[config.mk]
export PLATFORM = sky130hd
export DESIGN_NAME = vga_frame_printer
export DESIGN_NICKNAME = d
export VERILOG_FILES = /design/src/rtl/vga_pkg.sv /design/src/rtl/vga_timing.sv /design/src/rtl/vga_frame_printer.sv
export SDC_FILE = /design/constraint.sdc
export NUM_CORES = 1
export LEC_CHECK = 0
export CORE_MARGIN = 1.5
export CORE_UTILIZATION = 49
export CTS_CLUSTER_DIAMETER = 100
export DETAILED_ROUTE_END_ITERATION = 8
export GPL_ROUTABILITY_DRIVEN = 0
export PLACE_DENSITY = 0.72
export SYNTH_ARGS = -nofsm -noshare
export SYNTH_HDL_FRONTEND = slang
export SYNTH_SLANG_ARGS = --single-unit
[constraint.sdc]
create_clock -name clk -period 2 [get_ports clk]
set_input_delay 0.3 -clock clk [delete_from_list [all_inputs] [get_ports clk]]
set_output_delay 0.3 -clock clk [all_outputs]
set_load 0.02 [all_outputs]
[src/rtl/vga_pkg.sv]
// vga_pkg: shared raster constants, FSM state encoding and colour types for
// the collenda VGA frame printer. Defaults give 640x480 @ 60 Hz from 50 MHz.
package vga_pkg;

  // Default raster timing (pixels / lines)
  localparam int H_ACTIVE_D = 640;
  localparam int H_FP_D     = 16;
  localparam int H_SYNC_D   = 96;
  localparam int H_BP_D     = 48;
  localparam int V_ACTIVE_D = 480;
  localparam int V_FP_D     = 10;
  localparam int V_SYNC_D   = 2;
  localparam int V_BP_D     = 33;
  localparam int CLK_DIV_D  = 2;

  localparam int H_TOTAL_D = H_ACTIVE_D + H_FP_D + H_SYNC_D + H_BP_D;
  localparam int V_TOTAL_D = V_ACTIVE_D + V_FP_D + V_SYNC_D + V_BP_D;

  localparam int COLOR_W = 3;

  typedef enum logic [1:0] {
    IDLE     = 2'd0,
    ARMED    = 2'd1,
    PRINTING = 2'd2,
    DONE     = 2'd3
  } state_t;

  typedef struct packed {
    logic [COLOR_W-1:0] r;
    logic [COLOR_W-1:0] g;
    logic [COLOR_W-1:0] b;
  } rgb_t;

  // Counter width able to hold 0..total (one spare code so that boundary
  // constants equal to the total never truncate).
  function automatic int cnt_w(input int total);
    return (total < 2) ? 1 : $clog2(total + 1);
  endfunction

endpackage

[src/rtl/vga_timing.sv]
// vga_timing: pixel divider, horizontal/vertical raster counters, sync and
// video_on generation plus frame_start / last_pixel strobes.
// Optional VGA_BORDER_EN adds a border-pixel flag output.
module vga_timing
  import vga_pkg::*;
#(
  parameter int H_ACTIVE = H_ACTIVE_D,
  parameter int H_FP     = H_FP_D,
  parameter int H_SYNC   = H_SYNC_D,
  parameter int H_BP     = H_BP_D,
  parameter int V_ACTIVE = V_ACTIVE_D,
  parameter int V_FP     = V_FP_D,
  parameter int V_SYNC   = V_SYNC_D,
  parameter int V_BP     = V_BP_D,
  parameter int CLK_DIV  = CLK_DIV_D
) (
  input  logic clk,
  input  logic reset,
  output logic hsync_n,
  output logic vsync_n,
  output logic video_on,
  output logic frame_start,
  output logic last_pixel
`ifdef VGA_BORDER_EN
  ,
  output logic border
`endif
);

  localparam int HT = H_ACTIVE + H_FP + H_SYNC + H_BP;
  localparam int VT = V_ACTIVE + V_FP + V_SYNC + V_BP;
  localparam int HW = cnt_w(HT);
  localparam int VW = cnt_w(VT);
  localparam int DW = cnt_w(CLK_DIV);

  logic [DW-1:0] div;
  logic [HW-1:0] h_cnt;
  logic [VW-1:0] v_cnt;
  logic          tick;
  logic          h_last;
  logic          v_last;

  assign tick   = (div == DW'(CLK_DIV - 1));
  assign h_last = (h_cnt == HW'(HT - 1));
  assign v_last = (v_cnt == VW'(VT - 1));

  // Divider and raster counters; h/v only move on the pixel tick
  always_ff @(posedge clk or posedge reset) begin
    if (reset) begin
      div   <= '0;
      h_cnt <= '0;
      v_cnt <= '0;
    end else if (tick) begin
      div <= '0;
      if (h_last) begin
        h_cnt <= '0;
        v_cnt <= v_last ? '0 : v_cnt + VW'(1);
      end else begin
        h_cnt <= h_cnt + HW'(1);
      end
    end else begin
      div <= div + DW'(1);
    end
  end

  assign hsync_n = !((h_cnt >= HW'(H_ACTIVE + H_FP)) &&
                     (h_cnt <  HW'(H_ACTIVE + H_FP + H_SYNC)));
  assign vsync_n = !((v_cnt >= VW'(V_ACTIVE + V_FP)) &&
                     (v_cnt <  VW'(V_ACTIVE + V_FP + V_SYNC)));
  assign video_on = (h_cnt < HW'(H_ACTIVE)) && (v_cnt < VW'(V_ACTIVE));

  // frame_start fires on the tick that wraps the raster onto (0,0), so a
  // state change taken on it is already in effect for the whole first pixel.
  assign frame_start = tick && h_last && v_last;
  assign last_pixel  = tick && (h_cnt == HW'(H_ACTIVE - 1)) &&
                       (v_cnt == VW'(V_ACTIVE - 1));

`ifdef VGA_BORDER_EN
  assign border = (h_cnt == '0) || (h_cnt == HW'(H_ACTIVE - 1)) ||
                  (v_cnt == '0) || (v_cnt == VW'(V_ACTIVE - 1));
`endif

endmodule

[src/rtl/vga_frame_printer.sv]
// vga_frame_printer: paints one full VGA frame in a latched colour per
// print request and flags completion. Raster timing lives in vga_timing.
// Optional VGA_BORDER_EN paints a white one-pixel border around the frame.
module vga_frame_printer
  import vga_pkg::*;
#(
  parameter int H_ACTIVE = H_ACTIVE_D,
  parameter int H_FP     = H_FP_D,
  parameter int H_SYNC   = H_SYNC_D,
  parameter int H_BP     = H_BP_D,
  parameter int V_ACTIVE = V_ACTIVE_D,
  parameter int V_FP     = V_FP_D,
  parameter int V_SYNC   = V_SYNC_D,
  parameter int V_BP     = V_BP_D,
  parameter int CLK_DIV  = CLK_DIV_D
) (
  input  logic               clk,
  input  logic               reset,
  input  logic [COLOR_W-1:0] color_r,
  input  logic [COLOR_W-1:0] color_g,
  input  logic [COLOR_W-1:0] color_b,
  input  logic               print_req,
  output logic               print_done,
  output logic               vga_hsync_n,
  output logic               vga_vsync_n,
  output logic [COLOR_W-1:0] vga_r,
  output logic [COLOR_W-1:0] vga_g,
  output logic [COLOR_W-1:0] vga_b
);

  state_t state;
  rgb_t   latched;
  rgb_t   pix;
  logic   hsync_n;
  logic   vsync_n;
  logic   video_on;
  logic   frame_start;
  logic   last_pixel;
`ifdef VGA_BORDER_EN
  logic   border;
`endif

  vga_timing #(
    .H_ACTIVE (H_ACTIVE),
    .H_FP     (H_FP),
    .H_SYNC   (H_SYNC),
    .H_BP     (H_BP),
    .V_ACTIVE (V_ACTIVE),
    .V_FP     (V_FP),
    .V_SYNC   (V_SYNC),
    .V_BP     (V_BP),
    .CLK_DIV  (CLK_DIV)
  ) u_timing (
    .clk         (clk),
    .reset       (reset),
    .hsync_n     (hsync_n),
    .vsync_n     (vsync_n),
    .video_on    (video_on),
    .frame_start (frame_start),
    .last_pixel  (last_pixel)
`ifdef VGA_BORDER_EN
    ,
    .border      (border)
`endif
  );

  // Print FSM with colour latch and registered completion flag; dropping the
  // request before completion aborts straight back to IDLE.
  always_ff @(posedge clk or posedge reset) begin
    if (reset) begin
      state      <= IDLE;
      latched    <= '0;
      print_done <= 1'b0;
    end else begin
      case (state)
        IDLE: begin
          if (print_req) state <= ARMED;
        end
        ARMED: begin
          if (!print_req) begin
            state <= IDLE;
          end else if (frame_start) begin
            state   <= PRINTING;
            latched <= '{r: color_r, g: color_g, b: color_b};
          end
        end
        PRINTING: begin
          if (!print_req) begin
            state <= IDLE;
          end else if (last_pixel) begin
            state      <= DONE;
            print_done <= 1'b1;
          end
        end
        DONE: begin
          if (!print_req) begin
            state      <= IDLE;
            print_done <= 1'b0;
          end
        end
        default: begin
          state      <= IDLE;
          print_done <= 1'b0;
        end
      endcase
    end
  end

  // Pixel colour: latched colour only on visible pixels while printing
  always_comb begin
    pix = '0;
    if (video_on && (state == PRINTING)) begin
      pix = latched;
`ifdef VGA_BORDER_EN
      if (border) pix = '1;
`endif
    end
  end

  // Output register stage keeps sync and colour mutually aligned
  always_ff @(posedge clk or posedge reset) begin
    if (reset) begin
      vga_hsync_n <= 1'b1;
      vga_vsync_n <= 1'b1;
      vga_r       <= '0;
      vga_g       <= '0;
      vga_b       <= '0;
    end else begin
      vga_hsync_n <= hsync_n;
      vga_vsync_n <= vsync_n;
      vga_r       <= pix.r;
      vga_g       <= pix.g;
      vga_b       <= pix.b;
    end
  end

endmodule

==> results of run 1 <==
per-stage QoR:
step | cells | power, mW | hold WS, ns | setup WS [ns]
after floorplan | 186 | 0.945 | 0.435 | 0.100
after global placement | 265 | 0.976 | 0.461 | 0.125
after detailed placement | 265 | 0.978 | 0.458 | 0.0295
after CTS | 273 | 1.68 | 0.359 | 0.00609
after global routing | 274 | 1.72 | 0.374 | 0.0191
final | 274 | 1.66 | 0.354 | 0.125
critical path, cell delays in order (launching register included):
cell and delay [ns]:
dfrtp_1 0.42, inv_2 0.08, ha_1 0.15, nor3b_4 0.18, and4_1 0.24, and3_1 0.19
buf_4 0.15, mux2_1 0.34
per-layer routing:
layer	part of all wire [%]	global-route usage [%]	vias to the layer above
met5	0	0	-
met4	1.8	9.44	0
met3	4.3	5.00	9
li1	-	-	726
met2	50	31.5	37
met1	44	23.0	725
registers in the layout, summed over array words and instances (netlist names):
register / cells
latched: 9
vga_vsync_n: 1
u_timing.h_cnt: 10
state: 2
vga_b: 3
vga_g: 3
u_timing.v_cnt: 10
print_done: 1
vga_hsync_n: 1
u_timing.div: 2
vga_r: 3
worst paths after layout:
path                       slack [ns]  cells past startpoint              start           to
max                              0.13                      7  u_timing.v_cnt[0]   latched[1]
min                              0.35                      3              reset   latched[1]
max reg2reg                      0.13                      7  u_timing.v_cnt[0]   latched[1]
min reg2reg                      0.47                      1         latched[8]     vga_r[2]
max in group asynchronous        1.38                      3              reset  vga_hsync_n
min in group clk                 0.47                      1         latched[8]     vga_r[2]
where the power goes:
part | leakage (nW) | total (mW) | internal [mW] | switching (mW)
clock network | 0.0574 | 0.705 | 0.406 | 0.300
logic | 0.529 | 0.0467 | 0.0244 | 0.0223
registers | 0.600 | 0.912 | 0.910 | 0.00154
total | 1.19 | 1.66 | 1.34 | 0.323
final cells by class:
cell class              instances  area (sq um)  share of cell area, %
clock buffers                   6          82.6                   3.22
flip-flops and latches         45          1130                   44.0
well taps                      50          62.6                   2.44
repair buffers                 35           333                   13.0
clock inverters                 2          37.5                   1.46
multi-input cells             125           880                   34.3
inverters                      11          41.3                   1.61
logic make-up (layout without fill, tap and decap cells):
kind of cell             Yosys count  in the layout  synth area share [%]
multiplexers                      10             10                  5.49
AND/OR/NAND/NOR                   79             79                  22.9
AO/OA/AOI/OAI                     23             23                  7.07
buffers and inverters             16             54                  3.23
adder cells (fa/ha/maj)            4              4                  2.44
flip-flops                        45             45                  55.0
XOR/XNOR                           9              9                  3.84
timing repair:
| item | 4_1_cts | 5_1_grt |
|---|---|---|
| endpoints found under the hold margin | 0 | 0 |
| resized for setup | 0 | 6 |
| endpoints found under the setup margin | 0 | 14 |
| setup buffers | 0 | 1 |
placed cells by master (no fill, tap or decap), drive strengths merged, types with 2 or more instances in the layout:
cell	instances
o21ai	11
dfstp	2
nand4	10
nor2b	2
and2	10
nor3	3
and3	7
clkbuf	6
buf	12
xnor2	6
nor4	3
clkdlybuf4s50	23
nand3	8
inv	11
a22o	4
mux2	10
dfrtp	43
nor2	12
xor2	3
o22ai	2
a21oi	2
nand2	13
nor4b	3
ha	4
==> impl_metrics.prom, run 1 <==
# TYPE chip_impl_metric gauge
chip_impl_info{name="result_of_the_run",value="finished, final reports clean"} 1
chip_impl_metric{name="max-clock-path-buffers",unit=""} 2
chip_impl_metric{name="maxSlewViolCount",unit=""} 0
chip_impl_metric{name="synth-seq-cells",unit=""} 45
chip_impl_metric{name="first_global_vias",unit=""} 1423
chip_impl_metric{name="setup-tns-final",unit="ns"} 0
chip_impl_metric{name="synth_warnings",unit=""} 0
chip_impl_metric{name="fp-row-count",unit=""} 23
chip_impl_metric{name="filler_cell_count",unit=""} 292
chip_impl_metric{name="synthesis.area_per_instance",unit="sq um"} 11.0
chip_impl_metric{name="viasPerCell",unit=""} 5.46
chip_impl_metric{name="period_needed",unit="ns"} 1.87
chip_impl_metric{name="drc",unit=""} 0
chip_impl_info{name="rsz0062_at_grt",value="no"} 1
chip_impl_metric{name="routed-via-count",unit=""} 1497
chip_impl_metric{name="cap_violations",unit=""} 0
chip_impl_metric{name="portBuffers",unit=""} 23
chip_impl_metric{name="timing.clock.skew",unit="ns"} 0.00523
chip_impl_metric{name="post-route-cell-area",unit="sq um"} 2560
chip_impl_metric{name="required_time_at_the_endpoint_of_the_critical_path",unit="ns"} 2.18
chip_impl_metric{name="antenna_found_initial",unit=""} 0
chip_impl_metric{name="route.antenna.remaining_nets",unit=""} 0
chip_impl_metric{name="timing_hold_violations_final",unit=""} 0
chip_impl_metric{name="sequential_to_total_area_share_from_yosys_stat",unit="%"} 55.0
chip_impl_metric{name="netlist_area",unit="sq um"} 2050
chip_impl_metric{name="die-area",unit="sq um"} 4580
chip_impl_metric{name="synthDistinctLibCells",unit=""} 40
chip_impl_metric{name="asyncSetResetFlopFracSynth",unit="%"} 100
chip_impl_metric{name="total_congestion_overflow",unit=""} 0
chip_impl_metric{name="detailed_place.area",unit="sq um"} 2410
chip_impl_metric{name="ioPinCount",unit=""} 24
chip_impl_metric{name="cts_made_buffers",unit=""} 5
chip_impl_metric{name="design.final.nets",unit=""} 239
chip_impl_metric{name="power.leakage",unit="nW"} 1.19
chip_impl_metric{name="htree_num_levels",unit=""} 2
chip_impl_metric{name="detailedRoute.firstPassIterationCount",unit=""} 4
chip_impl_metric{name="finish.utilization",unit="%"} 64.1
chip_impl_metric{name="gr-usage-all-layers",unit="%"} 19.1
chip_impl_metric{name="dpl.hpwl",unit="mm"} 2.79
chip_impl_metric{name="largest_net_degree_at_the_start_of_global_routing",unit=""} 46
chip_impl_metric{name="chipWidth",unit="microns"} 67.7
chip_impl_metric{name="ir_worst_vdd",unit="uV"} 398
chip_impl_metric{name="chipHeight",unit="microns"} 67.7
chip_impl_info{name="synth.top_cells.by_count",value="dfrtp_1, nand2_1, nor2_1, inv_1"} 1
chip_impl_metric{name="drive_above_1_share",unit="%"} 13.8
chip_impl_metric{name="tightest_slew",unit="ns"} 0.480
chip_impl_info{name="clock_tree.root_cell",value="clkbuf_8"} 1
chip_impl_metric{name="final.period_utilization",unit="%"} 93.7
chip_impl_metric{name="ctsHoldBuffers",unit=""} 0
chip_impl_metric{name="synthCells",unit=""} 186
chip_impl_metric{name="worst-path-max-fanout",unit=""} 5
chip_impl_metric{name="routed_wirelength",unit="mm"} 3.91
chip_impl_info{name="category_of_the_critical_setup_timing_path",value="reg -> reg"} 1
chip_impl_info{name="cp-start-kind",value="flop"} 1
chip_impl_info{name="post_synthesis_cell_type_with_the_largest_combined_area",value="dfrtp_1"} 1
chip_impl_info{name="ys_top_cells_by_area",value="dfrtp_1, mux2_1, and2_1"} 1
chip_impl_metric{name="antenna-diode-count",unit=""} 0
chip_impl_metric{name="slew_headroom",unit="%"} 67.8
chip_impl_metric{name="drt_iter0_drc",unit=""} 77
chip_impl_metric{name="worst_setup_hold_path_clk_slew",unit="ns"} 0.08
chip_impl_info{name="synth-main-ff-cell",value="dfrtp_1"} 1
chip_impl_metric{name="placeable_core_area",unit="sq um"} 4000
chip_impl_metric{name="synth_top_area_share",unit="%"} 52.4
chip_impl_info{name="critical_path.endpoint_type",value="flop"} 1
chip_impl_metric{name="synthToLayoutAreaGrowth",unit="%"} 25.0
chip_impl_metric{name="clk-insertion-delay-late",unit="ns"} 0.30
chip_impl_metric{name="synth_edf_count",unit=""} 0
chip_impl_metric{name="floorplan.initialDensity",unit="%"} 51.3
chip_impl_metric{name="wl_per_cell",unit="microns"} 14.3
chip_impl_metric{name="setup_viol_count_final",unit=""} 0
chip_impl_metric{name="clock-sinks",unit=""} 45
chip_impl_info{name="top_count_cell_post_synth",value="dfrtp_1"} 1
chip_impl_metric{name="first_pass_grt_wire_length",unit="mm"} 6.40
chip_impl_metric{name="synthesis.nets",unit=""} 202
chip_impl_info{name="cts_tree",value="yes"} 1
chip_impl_info{name="hold_class",value="in -> async"} 1
chip_impl_metric{name="critical_path_arrival",unit="ns"} 2.06
chip_impl_metric{name="power_density",unit="nW/um^2"} 649
chip_impl_metric{name="achievable-frequency",unit="MHz"} 533
No activity file was read; power rests on OpenSTA's default activity.
==> inputs of run 2 (changes only) <==
--- a/config.mk
+++ b/config.mk
@@ -5,8 +5,10 @@
 export SDC_FILE = /design/constraint.sdc
 export NUM_CORES = 1
 export LEC_CHECK = 0
+export CELL_PAD_IN_SITES_DETAIL_PLACEMENT = 1
+export CELL_PAD_IN_SITES_GLOBAL_PLACEMENT = 1
 export CORE_MARGIN = 1.5
-export CORE_UTILIZATION = 49
+export CORE_UTILIZATION = 39
 export CTS_CLUSTER_DIAMETER = 100
 export DETAILED_ROUTE_END_ITERATION = 8
 export GPL_ROUTABILITY_DRIVEN = 0
==> impl_metrics.prom, run 2 (same netlist as run 1, synthesis figures left out) <==
# TYPE chip_impl_metric gauge
chip_impl_info{name="result_of_the_run",value="finished, final reports clean"} 1
chip_impl_metric{name="cts.repair_timing.setup_buffer_count",unit=""} 0
chip_impl_metric{name="htree_num_levels",unit=""} 2
chip_impl_metric{name="post-layout-total-power",unit="mW"} 1.68
chip_impl_metric{name="period_needed",unit="ns"} 1.90
chip_impl_metric{name="register_area",unit="sq um"} 1130
chip_impl_info{name="reg_top3",value="u_timing.h_cnt: 10 flops, u_timing.v_cnt: 10 flops, latched: 9 flops"} 1
chip_impl_metric{name="ctsResizeCount",unit=""} 0
chip_impl_metric{name="tightest_slew",unit="ns"} 0.654
chip_impl_metric{name="detailedRoute.firstPassIterationCount",unit=""} 4
chip_impl_metric{name="achievable-frequency",unit="MHz"} 526
chip_impl_info{name="clock_tree.root_cell",value="clkbuf_8"} 1
chip_impl_metric{name="critical_path_arrival",unit="ns"} 2.09
chip_impl_metric{name="antenna_found_initial",unit=""} 0
chip_impl_metric{name="drive_above_1_share",unit="%"} 13.3
chip_impl_metric{name="route.antenna.remaining_nets",unit=""} 0
chip_impl_metric{name="maxSlewViolCount",unit=""} 0
chip_impl_metric{name="worst_setup_hold_path_clk_slew",unit="ns"} 0.08
chip_impl_metric{name="cts_made_buffers",unit=""} 5
chip_impl_info{name="hold_class",value="in -> async"} 1
chip_impl_metric{name="max-clock-path-buffers",unit=""} 2
chip_impl_info{name="cpLargestDelayFamily",value="simple AND/OR/NAND/NOR gates"} 1
chip_impl_metric{name="largest_net_degree_at_the_start_of_global_routing",unit=""} 30
chip_impl_metric{name="drc",unit=""} 0
chip_impl_info{name="critical_path.endpoint_type",value="flop"} 1
chip_impl_metric{name="first_pass_grt_wire_length",unit="mm"} 7.81
chip_impl_metric{name="cap_violations",unit=""} 0
chip_impl_info{name="most-common-layout-cells",value="dfrtp_1, clkdlybuf4s50_1, nand2_1"} 1
chip_impl_metric{name="routed_wirelength",unit="mm"} 4.77
chip_impl_metric{name="dpl.hpwl",unit="mm"} 3.60
chip_impl_metric{name="power_density",unit="nW/um^2"} 645
chip_impl_metric{name="timing.clock.skew",unit="ns"} 0.00506
chip_impl_metric{name="required_time_at_the_endpoint_of_the_critical_path",unit="ns"} 2.19
chip_impl_metric{name="multi_input_comb_area",unit="sq um"} 862
chip_impl_metric{name="design.final.nets",unit=""} 241
chip_impl_info{name="crit_chain",value="nor4b_1, and4_1, and3_1, buf_12, mux2_1"} 1
chip_impl_metric{name="clk-insertion-delay-late",unit="ns"} 0.30
chip_impl_metric{name="portBuffers",unit=""} 23
chip_impl_metric{name="clock-sinks",unit=""} 45
chip_impl_metric{name="timing_hold_violations_final",unit=""} 0
chip_impl_info{name="final_common_cell",value="dfrtp_1"} 1
chip_impl_metric{name="worst-path-max-fanout",unit=""} 9
chip_impl_metric{name="wl_per_cell",unit="microns"} 16.1
chip_impl_info{name="cts_tree",value="yes"} 1
chip_impl_metric{name="final.period_utilization",unit="%"} 95.1
chip_impl_metric{name="fp-row-count",unit=""} 26
chip_impl_metric{name="setup_viol_count_final",unit=""} 0
chip_impl_info{name="cp-start-kind",value="flop"} 1
chip_impl_metric{name="first_global_vias",unit=""} 1695
chip_impl_metric{name="post-route-cell-area",unit="sq um"} 2600
chip_impl_info{name="rsz0062_at_grt",value="no"} 1
chip_impl_metric{name="routed-via-count",unit=""} 1556
chip_impl_metric{name="viasPerCell",unit=""} 5.26
chip_impl_metric{name="filler_cell_count",unit=""} 585
chip_impl_metric{name="slew_headroom",unit="%"} 56.1
chip_impl_metric{name="ioPinCount",unit=""} 24
chip_impl_metric{name="die-area",unit="sq um"} 5710
chip_impl_info{name="critical_path.slowest_cell",value="nor4b_1"} 1
chip_impl_metric{name="total_congestion_overflow",unit=""} 0
chip_impl_metric{name="power.leakage",unit="nW"} 1.19
chip_impl_metric{name="placeable_core_area",unit="sq um"} 5070
chip_impl_metric{name="ctsHoldBuffers",unit=""} 0
chip_impl_metric{name="critPathBufInv",unit=""} 1
chip_impl_metric{name="detailed_place.area",unit="sq um"} 2470
chip_impl_metric{name="chipHeight",unit="microns"} 75.5
chip_impl_metric{name="floorplan.initialDensity",unit="%"} 40.4
chip_impl_metric{name="setup-tns-final",unit="ns"} 0
chip_impl_metric{name="chipWidth",unit="microns"} 75.5
chip_impl_metric{name="critPathMaxStageDelay",unit="ns"} 0.43
chip_impl_info{name="category_of_the_critical_setup_timing_path",value="reg -> reg"} 1
chip_impl_metric{name="ir_worst_vdd",unit="uV"} 235
chip_impl_metric{name="drt_iter0_drc",unit=""} 65
chip_impl_metric{name="gr-usage-all-layers",unit="%"} 18.3
chip_impl_metric{name="antenna-diode-count",unit=""} 0
chip_impl_metric{name="synthToLayoutAreaGrowth",unit="%"} 26.8
-- run 2: stage by stage --
stage | instances | hold WS, ns | utilization, % | worst slack [ns]
final | 296 | 0.321 | 51.3 | 0.0972
after global routing | 296 | 0.347 | 51.3 | 0.000518
after CTS | 296 | 0.333 | 51.1 | 0.0508
after detailed placement | 288 | 0.462 | 48.8 | 0.0740
after global placement | 288 | 0.456 | 48.8 | 0.153
after floorplan | 186 | 0.435 | - | 0.100
-- run 2: layout make-up --
class | instances | area share, %
sequential | 45 | 43.4
multi-input combinational | 125 | 33.1
timing repair buffer | 37 | 13.9
tap | 70 | 3.37
clock buffer | 6 | 3.17
inverter | 11 | 1.59
clock inverter | 2 | 1.44
-- run 2: where the power goes --
part           internal, mW  leakage [nW]  switching, mW
Clock                 0.406        0.0574          0.311
Sequential            0.910         0.598        0.00178
Combinational        0.0242         0.531         0.0231
Total                  1.34          1.19          0.336
-- run 2: worst paths after layout --
path	start	end	slack, ns	cells after the start
worst max-delay path	u_timing.v_cnt[6]	latched[2]	0.1	5
worst min-delay path	reset	u_timing.v_cnt[3]	0.32	2
worst max register to register	u_timing.v_cnt[6]	latched[2]	0.1	5
worst min register to register	latched[8]	vga_r[2]	0.48	1
max in group asynchronous	reset	vga_hsync_n	1.09	3
min in group clk	latched[8]	vga_r[2]	0.48	1
-- run 2: layer usage --
layer / wire length, microns / share of wire [%] / track usage, % / vias to the layer above
met5: 0 / 0 / 0 / -
met3: 219 / 4.6 / 4.76 / 8
met2: 2520 / 53 / 33.0 / 36
li1: - / - / - / 730
met1: 1970 / 41 / 21.2 / 782
met4: 60 / 1.3 / 5.36 / 0
==> inputs of run 3 (changes only) <==
--- a/config.mk
+++ b/config.mk
@@ -8,11 +8,11 @@
 export CELL_PAD_IN_SITES_DETAIL_PLACEMENT = 1
 export CELL_PAD_IN_SITES_GLOBAL_PLACEMENT = 1
 export CORE_MARGIN = 1.5
-export CORE_UTILIZATION = 39
-export CTS_CLUSTER_DIAMETER = 100
+export CORE_UTILIZATION = 32
 export DETAILED_ROUTE_END_ITERATION = 8
+export DONT_BUFFER_PORTS = 1
 export GPL_ROUTABILITY_DRIVEN = 0
-export PLACE_DENSITY = 0.72
+export PLACE_DENSITY = 0.55
 export SYNTH_ARGS = -nofsm -noshare
 export SYNTH_HDL_FRONTEND = slang
 export SYNTH_SLANG_ARGS = --single-unit
==> impl_metrics.prom, run 3 (same netlist as run 1, synthesis figures left out) <==
# TYPE chip_impl_metric gauge
chip_impl_metric{name="wl_per_cell",unit="microns"} 16.3
chip_impl_metric{name="routed-via-count",unit=""} 1446
chip_impl_metric{name="htree_num_levels",unit=""} 2
chip_impl_metric{name="timing.clock.skew",unit="ns"} 0.00860
chip_impl_metric{name="ioPinCount",unit=""} 24
chip_impl_metric{name="max-clock-path-buffers",unit=""} 2
chip_impl_metric{name="worst_setup_hold_path_clk_slew",unit="ns"} 0.09
chip_impl_info{name="final_common_cell",value="dfrtp_1"} 1
chip_impl_info{name="clock_tree.root_cell",value="clkbuf_8"} 1
chip_impl_metric{name="chipHeight",unit="microns"} 83.1
chip_impl_metric{name="setup_viol_count_final",unit=""} 0
chip_impl_metric{name="routed_wirelength",unit="mm"} 4.52
chip_impl_metric{name="chipWidth",unit="microns"} 83.1
chip_impl_metric{name="combPwrFrac",unit="%"} 1.7
chip_impl_metric{name="power_density",unit="nW/um^2"} 644
chip_impl_info{name="cpLargestDelayFamily",value="simple AND/OR/NAND/NOR gates"} 1
chip_impl_metric{name="critical_path_arrival",unit="ns"} 2.10
chip_impl_metric{name="maxSlewViolCount",unit=""} 0
chip_impl_info{name="crit_chain",value="ha_1, nand3_2, or4b_1, o31a_1, o21ai_1"} 1
chip_impl_info{name="cp-startpoint",value="u_timing.h_cnt[0]"} 1
chip_impl_metric{name="clk-insertion-delay-late",unit="ns"} 0.30
chip_impl_info{name="hold_class",value="in -> reg"} 1
chip_impl_metric{name="design.final.nets",unit=""} 218
chip_impl_info{name="cts_tree",value="yes"} 1
chip_impl_metric{name="ir_worst_vdd",unit="uV"} 310
chip_impl_metric{name="setup_slack",unit="ns"} 0.141
chip_impl_metric{name="clock-sinks",unit=""} 45
chip_impl_metric{name="total_congestion_overflow",unit=""} 0
chip_impl_metric{name="floorplan.initialDensity",unit="%"} 33.9
chip_impl_metric{name="gr-usage-all-layers",unit="%"} 14.0
chip_impl_metric{name="switching_share",unit="%"} 23.2
chip_impl_metric{name="final.period_utilization",unit="%"} 93.0
chip_impl_metric{name="cts.repair_timing.setup_buffer_count",unit=""} 0
chip_impl_metric{name="critPathBufInv",unit=""} 0
chip_impl_metric{name="antenna_found_initial",unit=""} 0
chip_impl_metric{name="drt_iter0_drc",unit=""} 80
chip_impl_info{name="rsz0062_at_grt",value="no"} 1
chip_impl_metric{name="die-area",unit="sq um"} 6900
chip_impl_metric{name="dpl_worst_slack",unit="ns"} 0.0568
chip_impl_metric{name="cts_made_buffers",unit=""} 5
chip_impl_metric{name="synthToLayoutAreaGrowth",unit="%"} 15.4
chip_impl_metric{name="route.antenna.remaining_nets",unit=""} 0
chip_impl_info{name="most-common-layout-cells",value="dfrtp_1, nand2_1, nor2_1"} 1
chip_impl_info{name="category_of_the_critical_setup_timing_path",value="reg -> reg"} 1
chip_impl_metric{name="largest_net_degree_at_the_start_of_global_routing",unit=""} 27
chip_impl_metric{name="timing_hold_violations_final",unit=""} 0
chip_impl_metric{name="internal_power",unit="mW"} 1.17
chip_impl_metric{name="drc",unit=""} 0
chip_impl_metric{name="placeable_core_area",unit="sq um"} 6060
chip_impl_info{name="cp-start-kind",value="flop"} 1
chip_impl_metric{name="worst-path-max-fanout",unit=""} 5
chip_impl_metric{name="tightest_slew",unit="ns"} 0.730
chip_impl_metric{name="required_time_at_the_endpoint_of_the_critical_path",unit="ns"} 2.24
chip_impl_metric{name="antenna-diode-count",unit=""} 0
chip_impl_metric{name="setup-tns-final",unit="ns"} 0
chip_impl_metric{name="viasPerCell",unit=""} 5.20
chip_impl_info{name="worst_r2r_startpoint",value="u_timing.h_cnt[0]"} 1
chip_impl_metric{name="slew_headroom",unit="%"} 51.0
chip_impl_info{name="reg_top3",value="u_timing.h_cnt: 10 flops, u_timing.v_cnt: 10 flops, latched: 9 flops"} 1
chip_impl_metric{name="switching_pwr",unit="mW"} 0.354
chip_impl_metric{name="first_pass_grt_wire_length",unit="mm"} 7.69
chip_impl_metric{name="drive_above_1_share",unit="%"} 15.3
chip_impl_info{name="worstHoldStart",value="color_r[0]"} 1
chip_impl_metric{name="critPathMaxStageDelay",unit="ns"} 0.59
chip_impl_metric{name="post-layout-total-power",unit="mW"} 1.53
chip_impl_metric{name="dpl.hpwl",unit="mm"} 3.41
chip_impl_metric{name="portBuffers",unit=""} 0
chip_impl_info{name="critical_path.slowest_cell",value="or4b_1"} 1
chip_impl_metric{name="clockPowerShare",unit="%"} 38.5
chip_impl_info{name="critical_path.endpoint_type",value="flop"} 1
chip_impl_metric{name="cap_violations",unit=""} 0
chip_impl_metric{name="period_needed",unit="ns"} 1.86
chip_impl_metric{name="detailedRoute.firstPassIterationCount",unit=""} 5
chip_impl_metric{name="power.leakage",unit="nW"} 1.09
chip_impl_metric{name="achievable-frequency",unit="MHz"} 538
chip_impl_info{name="result_of_the_run",value="finished, final reports clean"} 1
chip_impl_metric{name="power_frac_seq",unit="%"} 59.8
chip_impl_metric{name="first_global_vias",unit=""} 1529
chip_impl_metric{name="fp-row-count",unit=""} 28
-- run 3: layout make-up --
cell class                      instances  area [sq um]
Multi-Input combinational cell        125           878
Clock buffer                            5          68.8
Tap cell                               75          93.8
Fill cell                             667          3690
Sequential cell                        45          1130
Timing Repair Buffer                   14           133
Clock inverter                          3          25.0
Inverter                               11          41.3
-- run 3: layer usage --
layer  global-route usage (%)  routed length [microns]
met1                     17.8                     2110
met2                     23.1                     2220
met3                     3.38                      125
met4                     5.00                       64
met5                        0                        0
-- run 3: timing repair --
action,4_1_cts,5_1_grt
hold endpoints to repair,18,0
setup endpoints to repair,0,12
hold buffers,1,0
gates resized for setup,0,4
-- run 3: power by group through the flow --
| stage | sequential [mW] | combinational, mW | clock (mW) |
|---|---|---|---|
| 6_report | 0.912 | 0.0265 | 0.588 |
| 5_1_grt | 0.912 | 0.0308 | 0.645 |
| 4_1_cts | 0.912 | 0.0284 | 0.612 |
| 3_5_place_dp | 0.930 | 0.0267 | 0 |
| 3_3_place_gp | 0.930 | 0.0257 | 0 |
| 2_1_floorplan | 0.929 | 0.0154 | 0 |
-- run 3: metrics by stage --
| step | cell area, sq um | std cells | utilization, % | hold slack (ns) |
|---|---|---|---|---|
| after floorplan | 2050 | 186 | - | 0.435 |
| after global placement | 2240 | 269 | 37.0 | 0.233 |
| after detailed placement | 2240 | 269 | 37.0 | 0.250 |
| after CTS | 2350 | 278 | 38.7 | 0.110 |
| after global routing | 2370 | 278 | 39.1 | 0.105 |
| final | 2370 | 278 | 39.1 | 0.120 |
-- run 3: path summary, 6_finish.rpt --
kind,to,slack [ns],cells past startpoint
worst min register to register,vga_b[1],0.48,1
worst max register to register,print_done,0.14,5
min in group asynchronous,vga_g[1],0.46,2
worst max-delay path,print_done,0.14,5
worst min-delay path,latched[6],0.12,1
max in group asynchronous,vga_vsync_n,0.93,3
-- run 3: worst register-to-register path: cells and delay by family, from the launching register on --
kind / cells / cell delay, ns
AO/OA/AOI/OAI: 2 / 0.44
adder cells (fa/ha/maj): 1 / 0.21
AND/OR/NAND/NOR: 2 / 0.74
flip-flops: 1 / 0.42
